**config.mk**
```make
export PLATFORM = sky130hd
export DESIGN_NAME = dmem_port_arbiter_flat
export DESIGN_NICKNAME = d
export VERILOG_FILES = /design/src/rtl/dmem_port_arbiter_if.sv /design/src/rtl/dmem_port_arbiter.sv /design/src/flat_wrapper.sv
export SDC_FILE = /design/constraint.sdc
export NUM_CORES = 1
export LEC_CHECK = 0
export CAP_MARGIN = 10
export CORE_AREA = 2 2 118 120
export DETAILED_ROUTE_END_ITERATION = 7
export DIE_AREA = 0 0 120 122
export SYNTH_ARGS = -nofsm -noshare
export SYNTH_HDL_FRONTEND = slang
export SYNTH_SLANG_ARGS = --single-unit
```
**constraint.sdc**
```tcl
create_clock -name clk -period 1.3 [get_ports clk]
set_input_delay 0.195 -clock clk [delete_from_list [all_inputs] [get_ports clk]]
set_output_delay 0.195 -clock clk [all_outputs]
set_load 0.01 [all_outputs]
```
**src/rtl/dmem_port_arbiter_if.sv**
```systemverilog
// Bundle of the core, loader and memory-side signals of the data memory port arbiter.
// The arbiter takes the slave view; a requester/memory model takes the master view.
interface dmem_port_arbiter_if #(
  parameter int ADDR_W = 32,
  parameter int DATA_W = 32
);
  logic              core_req;
  logic              core_we;
  logic [ADDR_W-1:0] core_addr;
  logic [DATA_W-1:0] core_wdata;
  logic              core_gnt;
  logic              core_rvalid;
  logic [DATA_W-1:0] core_rdata;

  logic              ldr_req;
  logic              ldr_we;
  logic              ldr_lock;
  logic [ADDR_W-1:0] ldr_addr;
  logic [DATA_W-1:0] ldr_wdata;
  logic              ldr_gnt;
  logic              ldr_rvalid;
  logic [DATA_W-1:0] ldr_rdata;

  logic              mem_en;
  logic              mem_we;
  logic [ADDR_W-1:0] mem_addr;
  logic [DATA_W-1:0] mem_wdata;
  logic [DATA_W-1:0] mem_rdata;

  modport slave (
    input  core_req, core_we, core_addr, core_wdata,
    output core_gnt, core_rvalid, core_rdata,
    input  ldr_req, ldr_we, ldr_lock, ldr_addr, ldr_wdata,
    output ldr_gnt, ldr_rvalid, ldr_rdata,
    output mem_en, mem_we, mem_addr, mem_wdata,
    input  mem_rdata
  );

  modport master (
    output core_req, core_we, core_addr, core_wdata,
    input  core_gnt, core_rvalid, core_rdata,
    output ldr_req, ldr_we, ldr_lock, ldr_addr, ldr_wdata,
    input  ldr_gnt, ldr_rvalid, ldr_rdata,
    input  mem_en, mem_we, mem_addr, mem_wdata,
    output mem_rdata
  );
endinterface

```
**src/rtl/dmem_port_arbiter.sv**
```systemverilog
// Round-robin arbiter sharing one single-port data memory between the core and the loader,
// with a bounded loader lock and one-cycle tagged read return.
module dmem_port_arbiter #(
  parameter int ADDR_W    = 32,
  parameter int DATA_W    = 32,
  parameter int MAX_BURST = 4
) (
  input  logic                 clk,
  input  logic                 rst_n,
  dmem_port_arbiter_if.slave   bus
);
  localparam logic [3:0] BURST_LIMIT = 4'(MAX_BURST);

  logic              r_run;
  logic              r_last_win;
  logic [3:0]        r_burst_cnt;
  logic [1:0]        r_rd_owner;

  logic              w_core_gnt;
  logic              w_ldr_gnt;
  logic              w_lock_hold;
  logic [3:0]        w_burst_nxt;
  logic              w_mem_we;
  logic [ADDR_W-1:0] w_mem_addr;
  logic [DATA_W-1:0] w_mem_wdata;

  // Grant decision; r_run keeps grants off until rst_n has been sampled high once.
  always_comb begin
    w_core_gnt  = 1'b0;
    w_ldr_gnt   = 1'b0;
    w_lock_hold = bus.ldr_lock && r_last_win && (r_burst_cnt < BURST_LIMIT);
    if (rst_n && r_run) begin
      case ({bus.core_req, bus.ldr_req})
        2'b10: w_core_gnt = 1'b1;
        2'b01: w_ldr_gnt  = 1'b1;
        2'b11: begin
          if (w_lock_hold) begin
            w_ldr_gnt = 1'b1;
          end else if (r_last_win) begin
            w_core_gnt = 1'b1;
          end else begin
            w_ldr_gnt = 1'b1;
          end
        end
        default: begin
          w_core_gnt = 1'b0;
          w_ldr_gnt  = 1'b0;
        end
      endcase
    end else begin
      w_core_gnt = 1'b0;
      w_ldr_gnt  = 1'b0;
    end
  end

  // Burst counter only advances on locked loader grants that the core is contending for.
  always_comb begin
    w_burst_nxt = 4'd0;
    if (w_ldr_gnt && bus.ldr_lock) begin
      if (bus.core_req && (r_burst_cnt < BURST_LIMIT)) begin
        w_burst_nxt = r_burst_cnt + 4'd1;
      end else begin
        w_burst_nxt = r_burst_cnt;
      end
    end else begin
      w_burst_nxt = 4'd0;
    end
  end

  // Memory port mux from the granted requester.
  always_comb begin
    w_mem_we    = 1'b0;
    w_mem_addr  = {ADDR_W{1'b0}};
    w_mem_wdata = {DATA_W{1'b0}};
    if (w_core_gnt) begin
      w_mem_we    = bus.core_we;
      w_mem_addr  = bus.core_addr;
      w_mem_wdata = bus.core_wdata;
    end else if (w_ldr_gnt) begin
      w_mem_we    = bus.ldr_we;
      w_mem_addr  = bus.ldr_addr;
      w_mem_wdata = bus.ldr_wdata;
    end else begin
      w_mem_we    = 1'b0;
      w_mem_addr  = {ADDR_W{1'b0}};
      w_mem_wdata = {DATA_W{1'b0}};
    end
  end

  // Arbitration history, burst count and read-return owner.
  always_ff @(posedge clk or negedge rst_n) begin
    if (!rst_n) begin
      r_run       <= 1'b0;
      r_last_win  <= 1'b1;
      r_burst_cnt <= 4'd0;
      r_rd_owner  <= 2'b00;
    end else begin
      r_run <= 1'b1;
      if (w_core_gnt) begin
        r_last_win <= 1'b0;
      end else if (w_ldr_gnt) begin
        r_last_win <= 1'b1;
      end else begin
        r_last_win <= r_last_win;
      end
      r_burst_cnt <= w_burst_nxt;
      r_rd_owner  <= {w_ldr_gnt & ~bus.ldr_we, w_core_gnt & ~bus.core_we};
    end
  end

  assign bus.core_gnt    = w_core_gnt;
  assign bus.ldr_gnt     = w_ldr_gnt;
  assign bus.mem_en      = w_core_gnt | w_ldr_gnt;
  assign bus.mem_we      = w_mem_we;
  assign bus.mem_addr    = w_mem_addr;
  assign bus.mem_wdata   = w_mem_wdata;

  // Return data is steered to the owner only; the idle side sees zero.
  assign bus.core_rvalid = r_rd_owner[0];
  assign bus.ldr_rvalid  = r_rd_owner[1];
  assign bus.core_rdata  = r_rd_owner[0] ? bus.mem_rdata : {DATA_W{1'b0}};
  assign bus.ldr_rdata   = r_rd_owner[1] ? bus.mem_rdata : {DATA_W{1'b0}};
endmodule

```
**src/flat_wrapper.sv**
```systemverilog
// flat-port wrapper written by rule: the top's interface ports become plain ports
module dmem_port_arbiter_flat 
#(
  parameter int ADDR_W    = 32,
  parameter int DATA_W    = 32,
  parameter int MAX_BURST = 4
)
  (clk, rst_n, bus_core_req, bus_core_we, bus_core_addr, bus_core_wdata, bus_core_gnt, bus_core_rvalid, bus_core_rdata, bus_ldr_req, bus_ldr_we, bus_ldr_lock, bus_ldr_addr, bus_ldr_wdata, bus_ldr_gnt, bus_ldr_rvalid, bus_ldr_rdata, bus_mem_en, bus_mem_we, bus_mem_addr, bus_mem_wdata, bus_mem_rdata);
  dmem_port_arbiter_if #(.ADDR_W(ADDR_W), .DATA_W(DATA_W)) bus_i ();
  input  logic clk;
  input  logic rst_n;
  input wire logic [$bits(bus_i.core_req)-1:0] bus_core_req;
  input wire logic [$bits(bus_i.core_we)-1:0] bus_core_we;
  input wire logic [$bits(bus_i.core_addr)-1:0] bus_core_addr;
  input wire logic [$bits(bus_i.core_wdata)-1:0] bus_core_wdata;
  output wire logic [$bits(bus_i.core_gnt)-1:0] bus_core_gnt;
  output wire logic [$bits(bus_i.core_rvalid)-1:0] bus_core_rvalid;
  output wire logic [$bits(bus_i.core_rdata)-1:0] bus_core_rdata;
  input wire logic [$bits(bus_i.ldr_req)-1:0] bus_ldr_req;
  input wire logic [$bits(bus_i.ldr_we)-1:0] bus_ldr_we;
  input wire logic [$bits(bus_i.ldr_lock)-1:0] bus_ldr_lock;
  input wire logic [$bits(bus_i.ldr_addr)-1:0] bus_ldr_addr;
  input wire logic [$bits(bus_i.ldr_wdata)-1:0] bus_ldr_wdata;
  output wire logic [$bits(bus_i.ldr_gnt)-1:0] bus_ldr_gnt;
  output wire logic [$bits(bus_i.ldr_rvalid)-1:0] bus_ldr_rvalid;
  output wire logic [$bits(bus_i.ldr_rdata)-1:0] bus_ldr_rdata;
  output wire logic [$bits(bus_i.mem_en)-1:0] bus_mem_en;
  output wire logic [$bits(bus_i.mem_we)-1:0] bus_mem_we;
  output wire logic [$bits(bus_i.mem_addr)-1:0] bus_mem_addr;
  output wire logic [$bits(bus_i.mem_wdata)-1:0] bus_mem_wdata;
  input wire logic [$bits(bus_i.mem_rdata)-1:0] bus_mem_rdata;
  assign bus_i.core_req = bus_core_req;
  assign bus_i.core_we = bus_core_we;
  assign bus_i.core_addr = bus_core_addr;
  assign bus_i.core_wdata = bus_core_wdata;
  assign bus_core_gnt = bus_i.core_gnt;
  assign bus_core_rvalid = bus_i.core_rvalid;
  assign bus_core_rdata = bus_i.core_rdata;
  assign bus_i.ldr_req = bus_ldr_req;
  assign bus_i.ldr_we = bus_ldr_we;
  assign bus_i.ldr_lock = bus_ldr_lock;
  assign bus_i.ldr_addr = bus_ldr_addr;
  assign bus_i.ldr_wdata = bus_ldr_wdata;
  assign bus_ldr_gnt = bus_i.ldr_gnt;
  assign bus_ldr_rvalid = bus_i.ldr_rvalid;
  assign bus_ldr_rdata = bus_i.ldr_rdata;
  assign bus_mem_en = bus_i.mem_en;
  assign bus_mem_we = bus_i.mem_we;
  assign bus_mem_addr = bus_i.mem_addr;
  assign bus_mem_wdata = bus_i.mem_wdata;
  assign bus_i.mem_rdata = bus_mem_rdata;
  dmem_port_arbiter #(.ADDR_W(ADDR_W), .DATA_W(DATA_W), .MAX_BURST(MAX_BURST)) u_core (.clk(clk), .rst_n(rst_n), .bus(bus_i));
endmodule
```
======== After elaboration in Yosys (flattened, before gate mapping) ========
Cells that the tools add are included.
storage, ports and cells
  logic and storage cells ................. 41
  bits in registers ....................... 8
  bits of input ports ..................... 167
  output and inout port bits .............. 134
cells by class
  bitwise gates (word level) .............. 5
  muxes and demuxes ....................... 20
  add/subtract/negate cells ............... 1
  order comparisons ....................... 1
  reduce and logical (&&, ||, !) cells .... 6
  equality and inequality tests ........... 4
operator list
  cell                   count
  $mux W32               6
  $mux W1                10
  $mux W4                2
  $logic_and A1 B1 Y1    5
  $add A4 B1 Y4 const B  1
  $eq A2 B2 Y1 const B   2
  $lt A4 B3 Y1 const B   1
  $pmux W1 S2            2
  $and A1 B1 Y1          2
  $eq A2 B1 Y1 const B   1
  $ne A2 B2 Y1 const B   1
  $not A1 Y1             2
  $reduce_bool A2 Y1     1
  $or A1 B1 Y1           1

======== Longest topological paths before layout ========
  word-level depth ........................ 7
  gate-level depth with buffers ........... 6
  mapped depth without buffers ............ 3

======== Least setup slack after synthesis ========
No wires, ideal clock.
  path type ............................... reg2out
  from .................................... reg u_core.r_burst_cnt[2]
  to ...................................... out bus_mem_addr[12]
  stages on the path, launching flop included .. 6
  data required time ...................... 1,105 ps
  arrival ................................. 1,302 ps
  buffers on the path ..................... 2
  path slack .............................. -197 ps
  cells stage by stage .................... dfrtp_1 -> nor3b_2 -> o21ai_1 -> buf_2 -> buf_2 -> o22ai_1
on the way
  cells in the longest elaborated chain, start to end .. 7
  elaborated cells on any way between the ends .. 10
  classes of those cells .................. order compare (1); mux (8); reduce/logical (1)
ends and longest elaborated chain
  element                 RTL line                  source
  from (decl)             dmem_port_arbiter.sv:16   logic [3:0] r_burst_cnt;
  from (signal assigned)  dmem_port_arbiter.sv:106  r_burst_cnt <= w_burst_nxt;
  $lt A4 B3 Y1 *          dmem_port_arbiter.sv:31   w_lock_hold = bus.ldr_lock && r_last_win && (r_burst_cnt < BURST_LIMIT);
  $logic_and A1 B1 Y1 *   dmem_port_arbiter.sv:31
  $mux W1                 dmem_port_arbiter.sv:37   if (w_lock_hold) begin
  $pmux W1 S2             dmem_port_arbiter.sv:33   case ({bus.core_req, bus.ldr_req})
  $mux W1                 dmem_port_arbiter.sv:32   if (rst_n && r_run) begin
  $mux W32                dmem_port_arbiter.sv:79   end else if (w_ldr_gnt) begin
  $mux W32 *              dmem_port_arbiter.sv:75   if (w_core_gnt) begin
  to (decl)               flat_wrapper.sv:29        output wire logic [$bits(bus_i.mem_addr)-1:0] bus_mem_addr;
Mark *: on every way between the ends. The rest lies on a longest branch, timed or not.

======== Worst setup path in the final report ========
  from .................................... reg u_core.r_burst_cnt[2]
  to ...................................... out bus_mem_wdata[27]
on the way
  cells in the longest elaborated chain, start to end .. 7
  elaborated cells on any way between the ends .. 10
  classes of those cells .................. order compare (1); mux (8); reduce/logical (1)
ends and longest elaborated chain
  element                RTL line                 source
  $lt A4 B3 Y1 *         dmem_port_arbiter.sv:31
  $logic_and A1 B1 Y1 *  dmem_port_arbiter.sv:31
  $mux W1                dmem_port_arbiter.sv:37
  $pmux W1 S2            dmem_port_arbiter.sv:33
  $mux W1                dmem_port_arbiter.sv:32
  $mux W32               dmem_port_arbiter.sv:79
  $mux W32 *             dmem_port_arbiter.sv:75
  to (decl)              flat_wrapper.sv:30       output wire logic [$bits(bus_i.mem_wdata)-1:0] bus_mem_wdata;
Marks and branches as above.

==> flow_metrics.env <==
export IMPL_run_status="finished, violations left"
export IMPL_violations="setup timing"
export IMPL_finalWirelength_mm=14.5
export IMPL_grtUsageTotal_pct=15.3
export IMPL_die_width_um=120
export IMPL_worstSetupEndpointType="output pin"
export IMPL_drt_first_pass_iters=4
export IMPL_postSynthRegisterBits=8
export IMPL_arrival_time_at_the_worst_endpoint_ns=1.71
export IMPL_cts_hold_buffers_added=0
export IMPL_first_iter_violations=104
export IMPL_layout_worst_path_cycle_share_pct=147
export IMPL_htree_levels=1
export IMPL_critPathMaxFanout=8
export IMPL_yosys_warnings=0
export IMPL_grt_pass1_wl_mm=18.1
export IMPL_tritoncts_num_buffers=3
export IMPL_fin_nets=853
export IMPL_synth_area_per_cell_um2=5.56
export IMPL_mappedNetlistNets=500
export IMPL_drive_above_1_share_pct=50.9
export IMPL_first_global_vias=3372
export IMPL_maximum_number_of_pins_on_one_net_before_global_route_repair=62
export IMPL_timing_final_ws_setup_ns=-0.608
export IMPL_stdcell_area_um2=6400
export IMPL_die_h_um=122
export IMPL_overall_power_after_layout_mw=2.64
export IMPL_seq_area_frac_synth_pct=10.9
export IMPL_critPathKind="flop to output pin"
export IMPL_num_vias=3683
export IMPL_cts_tree="built"
export IMPL_antenna_left=0
export IMPL_grt_overflow=0
export IMPL_post_dp_area_um2=5680
export IMPL_post_route_worst_hold_slack_ns=0.107
export IMPL_path_clk_slew_ns=0.04
export IMPL_final_hold_vios=0
export IMPL_start_kind="flop"
export IMPL_floorplan_initialDensity_pct=13.7
export IMPL_final_cell_count_no_fill=864
export IMPL_ios=301
export IMPL_post_detailed_route_via_to_cell_ratio=4.26
export IMPL_core_region_area_um2=13500
export IMPL_numPortBuffers=300
export IMPL_multiInputGateArea_um2=2140
export IMPL_timing_clock_skew_ns=0.00169
export IMPL_unrepaired_setup_endpoints_after_global_routing="yes"
export IMPL_detailedPlacementHpwl_mm=9.78
export IMPL_insertedDiodeCount=0
export IMPL_wl_per_cell_um=16.7
export IMPL_worstSkewPairLatency_ns=0.23
export IMPL_timing_hold_worst_class="primary input to asynchronous set/reset pin"
export IMPL_numPlacedInstances=812
export IMPL_vdd_drop_max_mv=0.462
export IMPL_cts_num_sinks=8
export IMPL_cap_violations=0
export IMPL_cts_max_path_buffers=2
export IMPL_remaining_drc_errors=0
export IMPL_power_leakage_nw=2.78
export IMPL_maxClockFrequency_mhz=524
export IMPL_setup_failing_eps_final=134
export IMPL_place_gp_congestion=0.854
export IMPL_synth_area_um2=1840
export IMPL_area_sequential_um2=206
export IMPL_std_cell_rows=43
export IMPL_synth_cells=332
export IMPL_root_buffer="sky130_fd_sc_hd__clkbuf_16"
export IMPL_area_growth_synth_to_final_pct=247
export IMPL_antenna_found_initial=0
export IMPL_cp_required_ns=1.11
export IMPL_period_minus_slack_ns=1.91
export IMPL_power_per_cell_area_nw_per_um2=413
export IMPL_layout_filler_cells=1311
export IMPL_synth_distinct_cells=25
export IMPL_maxSlewViolCount=0
export IMPL_floorplan_die_area_um2=14600
[critical path, cell delays in order (launching register included)]
cell and delay, ns:
sky130_fd_sc_hd__dfrtp_2 0.44, sky130_fd_sc_hd__nor3b_4 0.27, sky130_fd_sc_hd__o21ai_4 0.08, sky130_fd_sc_hd__buf_12 0.16
sky130_fd_sc_hd__buf_16 0.14, sky130_fd_sc_hd__buf_6 0.11, sky130_fd_sc_hd__o22ai_2 0.12, sky130_fd_sc_hd__buf_2 0.15
[metrics by stage]
| stage | worst slack [ns] | util (%) | TNS (ns) |
|---|---|---|---|
| final | -0.608 | 47.4 | -43.99 |
| after global routing | -0.688 | 47.4 | -49.45 |
| after CTS | -0.709 | 41.5 | -60.57 |
| after detailed placement | -1.03 | 42.1 | -82.34 |
| after global placement | -0.989 | 42.1 | -79.72 |
| after floorplan | -0.138 | - | -7.63 |
[cell usage in the layout (no fill, tap or decap), drive strengths merged]
cell / instances
and2: 65
o22ai: 65
nand2: 134
o311ai: 1
clkbuf: 38
xnor2: 1
o21ai: 1
nor2: 9
mux2i: 1
dfstp: 1
dfrtp: 7
o2111ai: 1
a2bb2oi: 1
ha: 1
nand2b: 1
a21oi: 1
dlymetal6s2s: 3
nor3: 2
nor3b: 2
inv: 2
dlygate4sd2: 3
buf: 181
conb: 1
clkdlybuf4s50: 162
[where the power goes]
| group | leakage, nW | total (mW) | switching, mW | internal, mW |
|---|---|---|---|---|
| clock network | 0.0382 | 0.541 | 0.132 | 0.410 |
| registers | 0.0990 | 0.276 | 0.0114 | 0.265 |
| logic | 2.64 | 1.83 | 0.734 | 1.09 |
[final cells by class]
cell class | count | area share, %
clock buffer | 4 | 1.23
inverter | 2 | 0.117
multi-input combinational | 287 | 33.4
sequential | 8 | 3.23
tap | 180 | 3.52
timing repair buffer | 383 | 58.5
[timing repair]
item,in CTS,in global routing
gates cloned,1,13
setup endpoints to repair,141,140
buffers inserted,3,33
gates resized for setup,285,321
pin swaps,3,19
[sequential cells by signal (all words and copies together), names as in the netlist]
register            flops
u_core.r_burst_cnt      4
u_core.r_last_win       1
u_core.r_run            1
u_core.r_rd_owner       2
[path summary, 6_finish.rpt]
path,startpoint,end,slack [ns],cells past startpoint
worst max-delay path,u_core.r_burst_cnt[2]$_DFFE_PN0P_,bus_mem_wdata[27],-0.61,7
worst min-delay path,rst_n,u_core.r_run$_DFF_PN0_,0.11,3
worst max register to register,u_core.r_burst_cnt[2]$_DFFE_PN0P_,u_core.r_burst_cnt[1]$_DFFE_PN0P_,-0.14,6
worst min register to register,u_core.r_last_win$_DFFE_PN1P_,u_core.r_last_win$_DFFE_PN1P_,0.48,2
max in group asynchronous,rst_n,u_core.r_last_win$_DFFE_PN1P_,0.96,3
min in group clk,bus_ldr_lock,u_core.r_burst_cnt[0]$_DFFE_PN0P_,0.46,3
[cells by family after synthesis]
| logic type | after synthesis | share of synthesized area (%) |
|---|---|---|
| compound gates | 70 | 24.4 |
| xor+xnor | 1 | 0.475 |
| fa+ha+maj | 1 | 0.678 |
| buf+inv | 37 | 9.63 |
| flops | 8 | 10.9 |
| mux | 1 | 0.543 |
| other cells | 1 | 0.203 |
| simple gates | 213 | 53.1 |
[cells in the mapped netlist]
master | n | area share, %
sky130_fd_sc_hd__a2bb2oi_1 | 1 | 0.47
sky130_fd_sc_hd__xnor2_1 | 1 | 0.47
sky130_fd_sc_hd__o2111ai_1 | 1 | 0.47
sky130_fd_sc_hd__nor3b_1 | 1 | 0.41
sky130_fd_sc_hd__nor3_1 | 2 | 0.54
sky130_fd_sc_hd__dfrtp_1 | 7 | 9.5
sky130_fd_sc_hd__and2_1 | 65 | 22
sky130_fd_sc_hd__nor2_1 | 9 | 1.8
sky130_fd_sc_hd__o22ai_1 | 65 | 22
sky130_fd_sc_hd__dfstp_2 | 1 | 1.4
sky130_fd_sc_hd__buf_6 | 2 | 1.2
sky130_fd_sc_hd__nand2_1 | 134 | 27
sky130_fd_sc_hd__buf_4 | 2 | 0.81
sky130_fd_sc_hd__o21ai_1 | 1 | 0.27
sky130_fd_sc_hd__buf_2 | 13 | 3.5
sky130_fd_sc_hd__o311ai_2 | 1 | 0.88
sky130_fd_sc_hd__inv_1 | 2 | 0.41
sky130_fd_sc_hd__ha_1 | 1 | 0.68
sky130_fd_sc_hd__conb_1 | 1 | 0.20
sky130_fd_sc_hd__nor3b_2 | 1 | 0.68
sky130_fd_sc_hd__mux2i_1 | 1 | 0.54
sky130_fd_sc_hd__a21oi_1 | 1 | 0.27
sky130_fd_sc_hd__nand2b_1 | 1 | 0.34
sky130_fd_sc_hd__clkbuf_1 | 16 | 3.3
sky130_fd_sc_hd__buf_1 | 2 | 0.41
[layer usage]
metal	share of wire (%)	vias up	global-route usage (%)
met1	42	1718	18.7
met3	5.2	16	2.25
met2	52	135	27.9
li1	-	1814	-
met5	0	-	0
met4	1.4	0	3.82
(Power assumes the default switching activity.)
